$ cat src/rtl/input_skew_scheduler.sv
// input_skew_scheduler: diagonal input skew for a systolic array, lane i delayed i+1 cycles.
// Define SKEW_REVERSE_EN to reverse the output lane order after the skew.
module input_skew_scheduler #(
  parameter int LENGTH     = 4,
  parameter int DATA_WIDTH = 16
) (
  input  logic                         clk,
  input  logic                         rst_n,
  input  logic                         start,
  input  logic [7:0]                   cfg_len,
  input  logic                         in_valid,
  output logic                         in_ready,
  input  logic [LENGTH*DATA_WIDTH-1:0] in,
  output logic [LENGTH*DATA_WIDTH-1:0] out,
  output logic [LENGTH-1:0]            out_valid,
  output logic                         busy,
  output logic                         done
);

  typedef enum logic [1:0] {
    IDLE  = 2'd0,
    FEED  = 2'd1,
    DRAIN = 2'd2
  } state_t;

  localparam logic [4:0] DLAST = 5'(LENGTH - 1);

  state_t     state;
  logic [7:0] len;
  logic [7:0] vcnt;
  logic [7:0] vcnt_nxt;
  logic [4:0] dcnt;
  logic       accept;

  logic [DATA_WIDTH-1:0] lane_d [LENGTH];
  logic [LENGTH-1:0]     lane_v;

  assign accept   = (state == FEED) && in_valid;
  assign vcnt_nxt = vcnt + 8'd1;

  assign in_ready = (state == FEED);
  assign busy     = (state != IDLE);
  assign done     = (state == DRAIN) && (dcnt == DLAST);

  // Tile sequencing: latch length, count accepts, then drain LENGTH cycles.
  always_ff @(posedge clk or negedge rst_n) begin
    if (!rst_n) begin
      state <= IDLE;
      len   <= '0;
      vcnt  <= '0;
      dcnt  <= '0;
    end else begin
      unique case (state)
        IDLE: begin
          if (start && (cfg_len != 8'd0)) begin
            len   <= cfg_len;
            vcnt  <= '0;
            dcnt  <= '0;
            state <= FEED;
          end
        end
        FEED: begin
          if (accept) begin
            vcnt <= vcnt_nxt;
            if (vcnt_nxt == len) begin
              dcnt  <= '0;
              state <= DRAIN;
            end
          end
        end
        DRAIN: begin
          if (dcnt == DLAST) begin
            dcnt  <= '0;
            state <= IDLE;
          end else begin
            dcnt <= dcnt + 5'd1;
          end
        end
        default: state <= IDLE;
      endcase
    end
  end

  for (genvar i = 0; i < LENGTH; i++) begin : g_lane
    logic [DATA_WIDTH-1:0] sd [i+1];
    logic [i:0]            sv;

    // Lane delay line: shifts every busy cycle, bubbles when nothing accepted.
    always_ff @(posedge clk or negedge rst_n) begin
      if (!rst_n) begin
        for (int k = 0; k < i + 1; k++) sd[k] <= '0;
        sv <= '0;
      end else if (state == IDLE) begin
        for (int k = 0; k < i + 1; k++) sd[k] <= '0;
        sv <= '0;
      end else begin
        sd[0] <= accept ? in[DATA_WIDTH*(i+1)-1 -: DATA_WIDTH] : '0;
        sv[0] <= accept;
        for (int k = 1; k < i + 1; k++) begin
          sd[k] <= sd[k-1];
          sv[k] <= sv[k-1];
        end
      end
    end

    assign lane_d[i] = sd[i];
    assign lane_v[i] = sv[i];
  end

  for (genvar j = 0; j < LENGTH; j++) begin : g_out
`ifdef SKEW_REVERSE_EN
    localparam int S = LENGTH - 1 - j;
`else
    localparam int S = j;
`endif
    assign out[DATA_WIDTH*(j+1)-1 -: DATA_WIDTH] =
      lane_v[S] ? lane_d[S] : '0;
    assign out_valid[j] = lane_v[S];
  end

endmodule

$ cat config.mk
export PLATFORM = sky130hd
export DESIGN_NAME = input_skew_scheduler
export DESIGN_NICKNAME = d
export VERILOG_FILES = /design/src/rtl/input_skew_scheduler.sv
export SDC_FILE = /design/constraint.sdc
export NUM_CORES = 1
export LEC_CHECK = 0
export ABC_AREA = 1
export ABC_CLOCK_PERIOD_IN_PS = 1700
export BUFFER_PORTS_ARGS = -buffer_cell sky130_fd_sc_hd__buf_2
export CAP_MARGIN = 5
export CORE_MARGIN = 3
export CORE_UTILIZATION = 40
export CTS_CLUSTER_SIZE = 12
export DETAILED_ROUTE_END_ITERATION = 7
export HOLD_SLACK_MARGIN = 0.15
export SLEW_MARGIN = 20
export SYNTH_ARGS = -nofsm -noshare
export SYNTH_HDL_FRONTEND = slang
export SYNTH_SLANG_ARGS = --single-unit
$ cat constraint.sdc
create_clock -name clk -period 1.7 [get_ports clk]
set_input_delay 0.34 -clock clk [delete_from_list [all_inputs] [get_ports clk]]
set_output_delay 0.34 -clock clk [all_outputs]
set_load 0.1 [all_outputs]
=== After elaboration in Yosys (flattened, before gate mapping) ===
Cells that the tools add are included.

* Register bits after elaboration: 193
* Output and inout port bits: 71
* Word-level logic and storage cells: 69

* Add/sub/neg operators: 2
* Eq/ne operators: 8
* Muxes and demuxes: 29
* Reductions and logical operators: 12

{| class="wikitable"
|+ Operators by type and width
! cell !! count
|-
| 16-bit two-way mux || 9
|-
| 64-bit two-way mux || 1
|-
| 48-bit two-way mux || 1
|-
| 32-bit two-way mux || 1
|-
| 5-bit two-way mux || 4
|-
| 8-bit two-way mux || 2
|-
| 8-bit one-hot mux with 2 select lines || 1
|-
| 5-bit one-hot mux with 3 select lines || 1
|-
| 2-bit two-way mux || 5
|-
| 8-bit by 1-bit adder with 8-bit output, second input constant || 1
|-
| 8-bit == test || 1
|-
| 4-bit AND reduction || 2
|-
| 8-bit nonzero test || 1
|-
| 2-bit by 1-bit != test with 1-bit output, second input constant || 3
|-
| 2-bit one-hot mux with 3 select lines || 1
|-
| 5-bit by 1-bit adder with 5-bit output, second input constant || 1
|-
| 5-bit by 2-bit == test with 1-bit output, second input constant || 1
|-
| 4-bit two-way mux || 1
|-
| 2-bit nonzero test || 2
|-
| 1-bit logical AND || 3
|-
| 3-bit two-way mux || 1
|-
| 3-bit AND reduction || 1
|-
| 3-bit nonzero test || 1
|-
| 2-bit by 1-bit == test with 1-bit output, second input constant || 1
|-
| 5 further kinds || 5
|}

=== Depth between registers and ports, before layout ===
Gate-level depths: netlist (run 1).

* Depth in word-level cells: 5
* Mapped depth: 14

=== Worst setup path before layout (run 1) ===
OpenSTA, ideal clock, no wires.

* Kind: register -> output
* From: reg state[0]
* To: out done
* Arrival time: 2.734 ns
* Required time: 1.360 ns
* Setup slack: -1.374 ns
* Cell stages (with the launch flop): 5
* Path buffers: 0
* Cells stage by stage: dfrtp_1 inv_1 ha_1 inv_1 nor3_1

* Cells in the longest elaborated chain, start to end: 2

{| class="wikitable"
|+ Ends and longest elaborated chain
! item !! RTL line !! RTL
|-
| start: declaration || 28 || <nowiki>state_t state;</nowiki>
|-
| start signal: assignment || 48 || <nowiki>state <= IDLE;</nowiki>
|-
| start signal: assignment || 59 || <nowiki>state <= FEED;</nowiki>
|-
| start signal: assignment || 67 || <nowiki>state <= DRAIN;</nowiki>
|-
| 2-bit == test || 43 || <nowiki>assign done = (state == DRAIN) && (dcnt == DLAST);</nowiki>
|-
| 1-bit logical AND || 43 ||
|-
| end: declaration || 17 || <nowiki>output logic done</nowiki>
|}

Every way passes these cells.

=== Worst setup path after layout (run 1) ===
* From: reg state[0]
* To: out busy

* Cells in the longest elaborated chain, start to end: 1

{| class="wikitable"
|+ Ends and longest elaborated chain
! item !! RTL line !! RTL
|-
| 2-bit nonzero test || 42 || <nowiki>assign busy = (state != IDLE);</nowiki>
|-
| end: declaration || 16 || <nowiki>output logic busy,</nowiki>
|}

Every way passes these cells.

==> flow_summary_export.csv, run 1 <==
group,metric,value,unit
clock_tree,insertion_delay,0.43,ns
placed_design,dp_slack,-0.0660,ns
synth,synth_top_area_share,0.637,
worst_hold_path,hp-class,"input port to flop",
layout,nets,1186,
synth,syn_avg_cell_area,8.73,um^2
sta,finalHoldViolations,0,
pwr,internal_power,8.73,mW
critical_path,start_kind,"flop",
sta,whs,0.258,ns
pwr,p_sw_frac,0.338,
synth,yosys.area_share.adder,0.00851,
sta,worst_pin_slew,0.445,ns
critical_path,r2r_slack,-0.12,ns
critical_path,endpoint,"busy",
sta,setup_slack,-0.131,ns
sta,finClkSkew,0.0150,ns
synth,yosys.area_share.simple,0.217,
global_routing,grt_max_degree,156,
route,wire_per_inst,12.9,um
synth,synth_top_family_by_area,"simple AND/OR/NAND/NOR gates",
layout,final_area,0.0123,mm^2
route,totalWireLength,17.3,mm
layout,finalCoreUtilization,0.699,
placed_design,port_buffers,146,
synth,yosysTopAreaCell,"dfrtp_1",
synth,ys_seq_elements,187,
worst_hold_path,holdCritStartpoint,"in_valid",
synth,synth_edf_count,0,
job,cap_violations,0,
synth,yosys_most_used_dff,"dfrtp_1",
synth,syn_area,0.00735,mm^2
sta,rsz0062_at_grt,"true",
floorplanning,dieArea,0.0200,mm^2
pwr,leakage,6.39,nW
synth,muxShareOfSynthArea,0.00596,
floorplanning,ios,147,
route,vias_per_cell,4.40,
sta,setup_viol,75,
critical_path,startpoint,"state[0]",
synth,synth_fp_nets,923,
sta,fmax,546,MHz
global_routing,grt_pass1_vias,5781,
synth,synthArstFlopShare,1.00,
clock_tree,htree_num_levels,4,
critical_path,reg2reg_from,"vcnt[0]",
synth,synth_cell_type_count,25,
placed_design,gp_congestion,0.828,
clock_tree,root_buffer,"clkbuf_16",
pwr,clkPwrFrac,0.316,
floorplanning,initial_core_util,0.416,
critical_path,path_class,"flop to output port",
sta,period_needed,1.83,ns
floorplanning,core_area,0.0177,mm^2
synth,ys_warn_count,0,
placed_design,dpl_cell_area,0.00993,mm^2
clock_tree,clk_path_buf_depth,2,
global_routing,grt.total_usage,0.170,
critical_path,path_max_fanout,3,
floorplanning,rows,48,
clock_tree,path_clk_slew,0.08,ns
floorplanning,die_h,142,um
synth,synthXorXnorAreaFrac,0.00596,
synth,synthTopCellsByArea,"dfrtp_1 (64%), inv_1 (9.6%), nand2_1 (9.4%)",
route,drc,0,
sta,slew-limit-headroom,0.704,
pwr,seq_power_share,0.387,
layout,area_growth,67.8,%
global_routing,overflow,0,
critical_path,critPathCaptureType,"output port",
synth,ys_seq_area_frac,0.637,
critical_path,rr_endpoint,"dcnt[2]",
sta,fin_crit_sh,1.08,
global_routing,antenna_found_initial,0,
sta,slew_viol_final,0,
pwr,p_sw,4.47,mW
synth,synth_compound_area_frac,0.0114,
placed_design,dp_hpwl,9.53,mm
pwr,power_frac_comb,0.296,
critical_path,required,1.36,ns
route,drt.antenna.violating_nets,0,
route,drtPass1Iterations,4,
layout,drive_gt1_frac,0.379,
floorplanning,die_x,142,um
run_status,status,"finished with violations",
route,num_vias,5915,
layout,antennaDiodeCount,0,
clock_tree,numCtsBuffers,17,
pwr,powerDensity,1070,mW/mm^2
synth,postSynthCellCount,842,
clock_tree,cts_tree,"done",
clock_tree,clkSinkCount,187,
critical_path,worstRegToRegCells,14,
pwr,ir_drop,1.89,mV
run_status,violations,"negative setup slack",
global_routing,grt_pass1_wl,27.2,mm
route,drt-initial-drc-count,338,
critical_path,worst_ep_arrival_time,1.49,ns
-- kinds of logic after synthesis --
| kind of cell | after synthesis |
|---|---|
| buf+inv | 222 |
| flops | 187 |
| mux | 4 |
| compound gates | 14 |
| fa+ha+maj | 5 |
| simple gates | 405 |
| xor+xnor | 5 |
-- per-layer routing --
metal	track usage	wire, um
met2	0.294	9030
met3	0.0468	938
met5	0	0
met1	0.196	6780
met4	0.0798	581
-- layout make-up --
type | count | area, um^2
Clock buffer | 18 | 429
Sequential cell | 187 | 4700
Inverter | 187 | 941
Fill cell | 1248 | 5320
Timing Repair Buffer | 278 | 3280
Multi-Input combinational cell | 434 | 2500
Tap cell | 225 | 282
Clock inverter | 14 | 199
-- registers in the layout (all words and copies together), names as in the netlist --
register,count
dcnt,5
vcnt,8
state,2
len,8
g_lane.sd,160
g_lane.sv,4
-- metrics by stage --
step | power [mW] | instances | TNS, ns
2_1_floorplan | 7.15 | 842 | -3.80
3_3_place_gp | 8.03 | 1193 | 0
3_5_place_dp | 8.07 | 1193 | -0.374
4_1_cts | 12.7 | 1321 | -4.44
5_1_grt | 13.9 | 1343 | -9.51
6_report | 13.2 | 1343 | -5.37
-- timing repair --
action                                 in CTS  in global routing
endpoints found under the hold margin     116                  0
gates resized for setup                    81                 80
setup endpoints to repair                  74                245
pin swaps                                   4                 20
buffers inserted                           22                 17
hold buffers                               73                  0
gates cloned                                1                  6
-- how the worst min path moves through the flow --
stage                            to  cells after the start  slack (ns)
finish              g_lane[3].sv[0]                      3        0.26
global route        g_lane[3].sv[0]                      3        0.25
CTS                 g_lane[3].sv[0]                      3        0.18
detailed placement           len[6]                      1        0.33
global placement             len[4]                      1        0.33
floorplan                   dcnt[0]                      0        0.04
-- cell usage in the layout, fill, tap and decap left out, types with 6 or more instances in the layout --
master           n
buf_2           74
dfrtp_1        178
nor2_1         176
nor2_2           7
buf_4           32
dlygate4sd3_1   73
clkinvlp_4      60
nand2_4         68
buf_12          83
nand2_1        104
dfrtp_2          6
nand3_1         23
clkbuf_16       23
buf_6            8
o22ai_1          6
inv_1          118
nand2_2         19
-- synthesized netlist by cell type, types with 2 or more instances --
master    number
xnor2_1        2
nor2_1       182
nand4_1        2
clkbuf_1      27
xor2_1         3
dfrtp_1      187
o22ai_1        6
nor4_1         2
o21ai_0        6
ha_1           5
buf_1          6
nand2_1      185
nand3_1       25
nand2_2        3
inv_1        187
mux2_2         3
nor2_2         2
nand2_4        2
-- critical path, cell delays in order, from the launching register on --
cell and delay, ns:
dfrtp_1 0.42, inv_2 0.10, buf_6 0.10, ha_4 0.14, clkinvlp_4 0.11, buf_12 0.18
-- power by group through the flow --
| stage | Sequential, mW | Combinational, mW | Clock, mW |
|---|---|---|---|
| after floorplan | 5.12 | 2.03 | 0 |
| after global placement | 5.15 | 2.88 | 0 |
| after detailed placement | 5.16 | 2.91 | 0 |
| after CTS | 5.06 | 3.44 | 4.26 |
| after global routing | 5.16 | 4.28 | 4.44 |
| final | 5.11 | 3.91 | 4.17 |
(Power assumes the default switching activity.)
==> inputs of run 2 (changes only) <==
- ABC_AREA: 1 -> unset
==> flow_summary_export.csv, run 2 <==
group,metric,value,unit
layout,area.sequential,0.00469,mm^2
route,drtPass1Iterations,4,
critical_path,critPathCaptureType,"flop",
floorplanning,rows,48,
global_routing,grt_pass1_wl,27.1,mm
clock_tree,clkSinkCount,187,
synth,syn_avg_cell_area,12.0,um^2
synth,yosys-top-cells-count,"dfrtp_1 (187), and2_1 (130), nor2b_1 (101), clkbuf_1 (31), nand2_1 (19)",
critical_path,required,2.00,ns
placed_design,dp_hpwl,10.9,mm
critical_path,worst_ep_arrival_time,2.48,ns
sta,setup_viol,48,
critical_path,path_class,"flop to flop",
worst_hold_path,hp-class,"input port to flop",
synth,synthArstFlopShare,1.00,
pwr,ir_drop,0.801,mV
layout,area_growth,59.4,%
sta,worst_pin_slew,0.433,ns
layout,antennaDiodeCount,0,
pwr,p_sw,4.04,mW
clock_tree,numCtsBuffers,17,
route,drt-initial-drc-count,236,
layout,multiInputGateArea,0.00268,mm^2
sta,finalHoldViolations,0,
layout,final_common_cell,"dfrtp_1",
global_routing,overflow,0,
route,totalWireLength,17.0,mm
sta,fin_crit_sh,1.28,
run_status,violations,"negative setup slack",
layout,nets,950,
layout,largest_register,"g_lane.sd",
route,vias_per_cell,4.65,
global_routing,grt.total_usage,0.174,
sta,rsz0062_at_grt,"true",
synth,ys_seq_elements,187,
route,wl_met2,9.01,mm
sta,whs,0.161,ns
clock_tree,htree_num_levels,4,
clock_tree,path_clk_slew,0.06,ns
synth,synth_edf_count,0,
pwr,internal_power,9.34,mW
sta,period_needed,2.18,ns
route,highest_layer,"met4",
placed_design,gp_congestion,0.865,
global_routing,grt_pass1_vias,5532,
synth,postSynthCellCount,601,
synth,ys_warn_count,0,
run_status,status,"finished with violations",
clock_tree,root_buffer,"clkbuf_16",
sta,slew-limit-headroom,0.711,
route,drt.antenna.violating_nets,0,
pwr,powerDensity,1160,mW/mm^2
layout,final_cell_mix,"dfrtp_1 (183), nor2b_1 (101), buf_12 (77), buf_2 (75), dlygate4sd3_1 (66)",
critical_path,start_kind,"flop",
floorplanning,die_x,140,um
floorplanning,core_area,0.0175,mm^2
pwr,seq_power_share,0.387,
global_routing,antenna_found_initial,0,
layout,drive_gt1_frac,0.404,
pwr,p_sw_frac,0.302,
route,drc,0,
pwr,leakage,5.48,nW
route,num_vias,5153,
pwr,clkPwrFrac,0.316,
floorplanning,die_h,140,um
layout,fillers,1273,
floorplanning,initial_core_util,0.414,
pwr,power_frac_comb,0.297,
route,drt-met1-wl,6.62,mm
sta,finClkSkew,0.00980,ns
placed_design,port_buffers,146,
job,cap_violations,0,
sta,fmax,460,MHz
synth,synth_top_area_share,0.648,
route,wire_per_inst,15.3,um
clock_tree,cts_tree,"done",
critical_path,r2r_slack,-0.48,ns
clock_tree,clk_path_buf_depth,2,
synth,synth_fp_nets,682,
layout,largest_reg_flops,160,
synth,yosysTopAreaCell,"dfrtp_1",
route,wl_met3,992,um
synth,yosysMostFrequentCell,"dfrtp_1",
synth,syn_area,0.00723,mm^2
sta,slew_viol_final,0,
clock_tree,insertion_delay,0.42,ns
floorplanning,dieArea,0.0197,mm^2
layout,largestRegisters,"g_lane.sd x160, len x8, vcnt x8",
critical_path,path_max_fanout,4,
synth,synthTopCellsByArea,"dfrtp_1 (65%), and2_1 (11%), nor2b_1 (8.7%)",
synth,ys_seq_area_frac,0.648,
sta,setup_slack,-0.475,ns
floorplanning,ios,147,
synth,yosys_most_used_dff,"dfrtp_1",
placed_design,dp_slack,-0.482,ns
global_routing,grt_max_degree,54,
synth,synth_cell_type_count,48,
run 2: layout make-up:
cell class	count	area share
Inverter	11	0.00500
Clock inverter	12	0.0157
Sequential cell	187	0.407
Tap cell	225	0.0244
Multi-Input combinational cell	369	0.233
Timing Repair Buffer	283	0.275
Clock buffer	20	0.0396
run 2: timing repair:
| item | CTS | global route |
|---|---|---|
| setup endpoints to repair | 59 | 72 |
| hold buffers | 65 | 1 |
| resized for setup | 41 | 57 |
| setup buffers | 16 | 12 |
| pin swaps | 5 | 8 |
| hold endpoints to repair | 103 | 1 |
| gates cloned | 2 | 2 |
run 2: cell families (layout without fill, tap and decap cells):
kind of cell    count (synthesis)  in the layout  synth area share
compound gates                 49             49            0.0473
buf+inv                        45            326            0.0249
simple gates                  297            297             0.246
fa+ha+maj                       5              5           0.00866
mux                            10             10            0.0159
flops                         187            187             0.648
xor+xnor                        8              8           0.00970
run 2: metal layers:
metal | vias up | track usage
met1 | 2534 | 0.201
li1 | 2450 | -
met5 | - | 0
met4 | 0 | 0.0607
met2 | 139 | 0.305
met3 | 30 | 0.0574
run 2: critical path, stage by stage (launching register included):
cell,delay (ns)
dfrtp_1,0.38
and4_4,0.23
nand2_2,0.04
or4_4,0.41
a2111o_1,0.49
a21boi_4,0.21
mux2_4,0.31
run 2: through the flow:
stage | power, mW | area [um^2] | std cells | setup TNS (ns) | utilization
3_5_place_dp | 8.56 | 9700 | 981 | -7.25 | 0.555
6_report | 13.4 | 11500 | 1107 | -5.40 | 0.659
3_3_place_gp | 8.48 | 9700 | 981 | -6.43 | 0.555
5_1_grt | 14.1 | 11500 | 1107 | -8.54 | 0.659
4_1_cts | 13.2 | 11300 | 1095 | -6.84 | 0.646
2_1_floorplan | 7.51 | 7530 | 601 | -20.29 | -
run 2: path summary, 6_finish.rpt:
check	startpoint	end	cells after the start
max in group asynchronous	rst_n	g_lane[1].sd[5]	3
worst max register to register	vcnt[3]	dcnt[0]	6
worst max-delay path	vcnt[3]	dcnt[0]	6
min in group asynchronous	rst_n	g_lane[3].sd[11]	2
worst min-delay path	in[52]	g_lane[3].sd[52]	2
worst min register to register	g_lane[3].sd[26]	g_lane[3].sd[10]	1
run 2: power by group through the flow:
| stage | clock network, mW | logic (mW) | registers [mW] |
|---|---|---|---|
| floorplan | 0 | 2.24 | 5.27 |
| finish | 4.22 | 3.97 | 5.18 |
| global route | 4.52 | 4.31 | 5.23 |
| CTS | 4.33 | 3.72 | 5.18 |
| detailed placement | 0 | 3.27 | 5.29 |
| global placement | 0 | 3.20 | 5.28 |
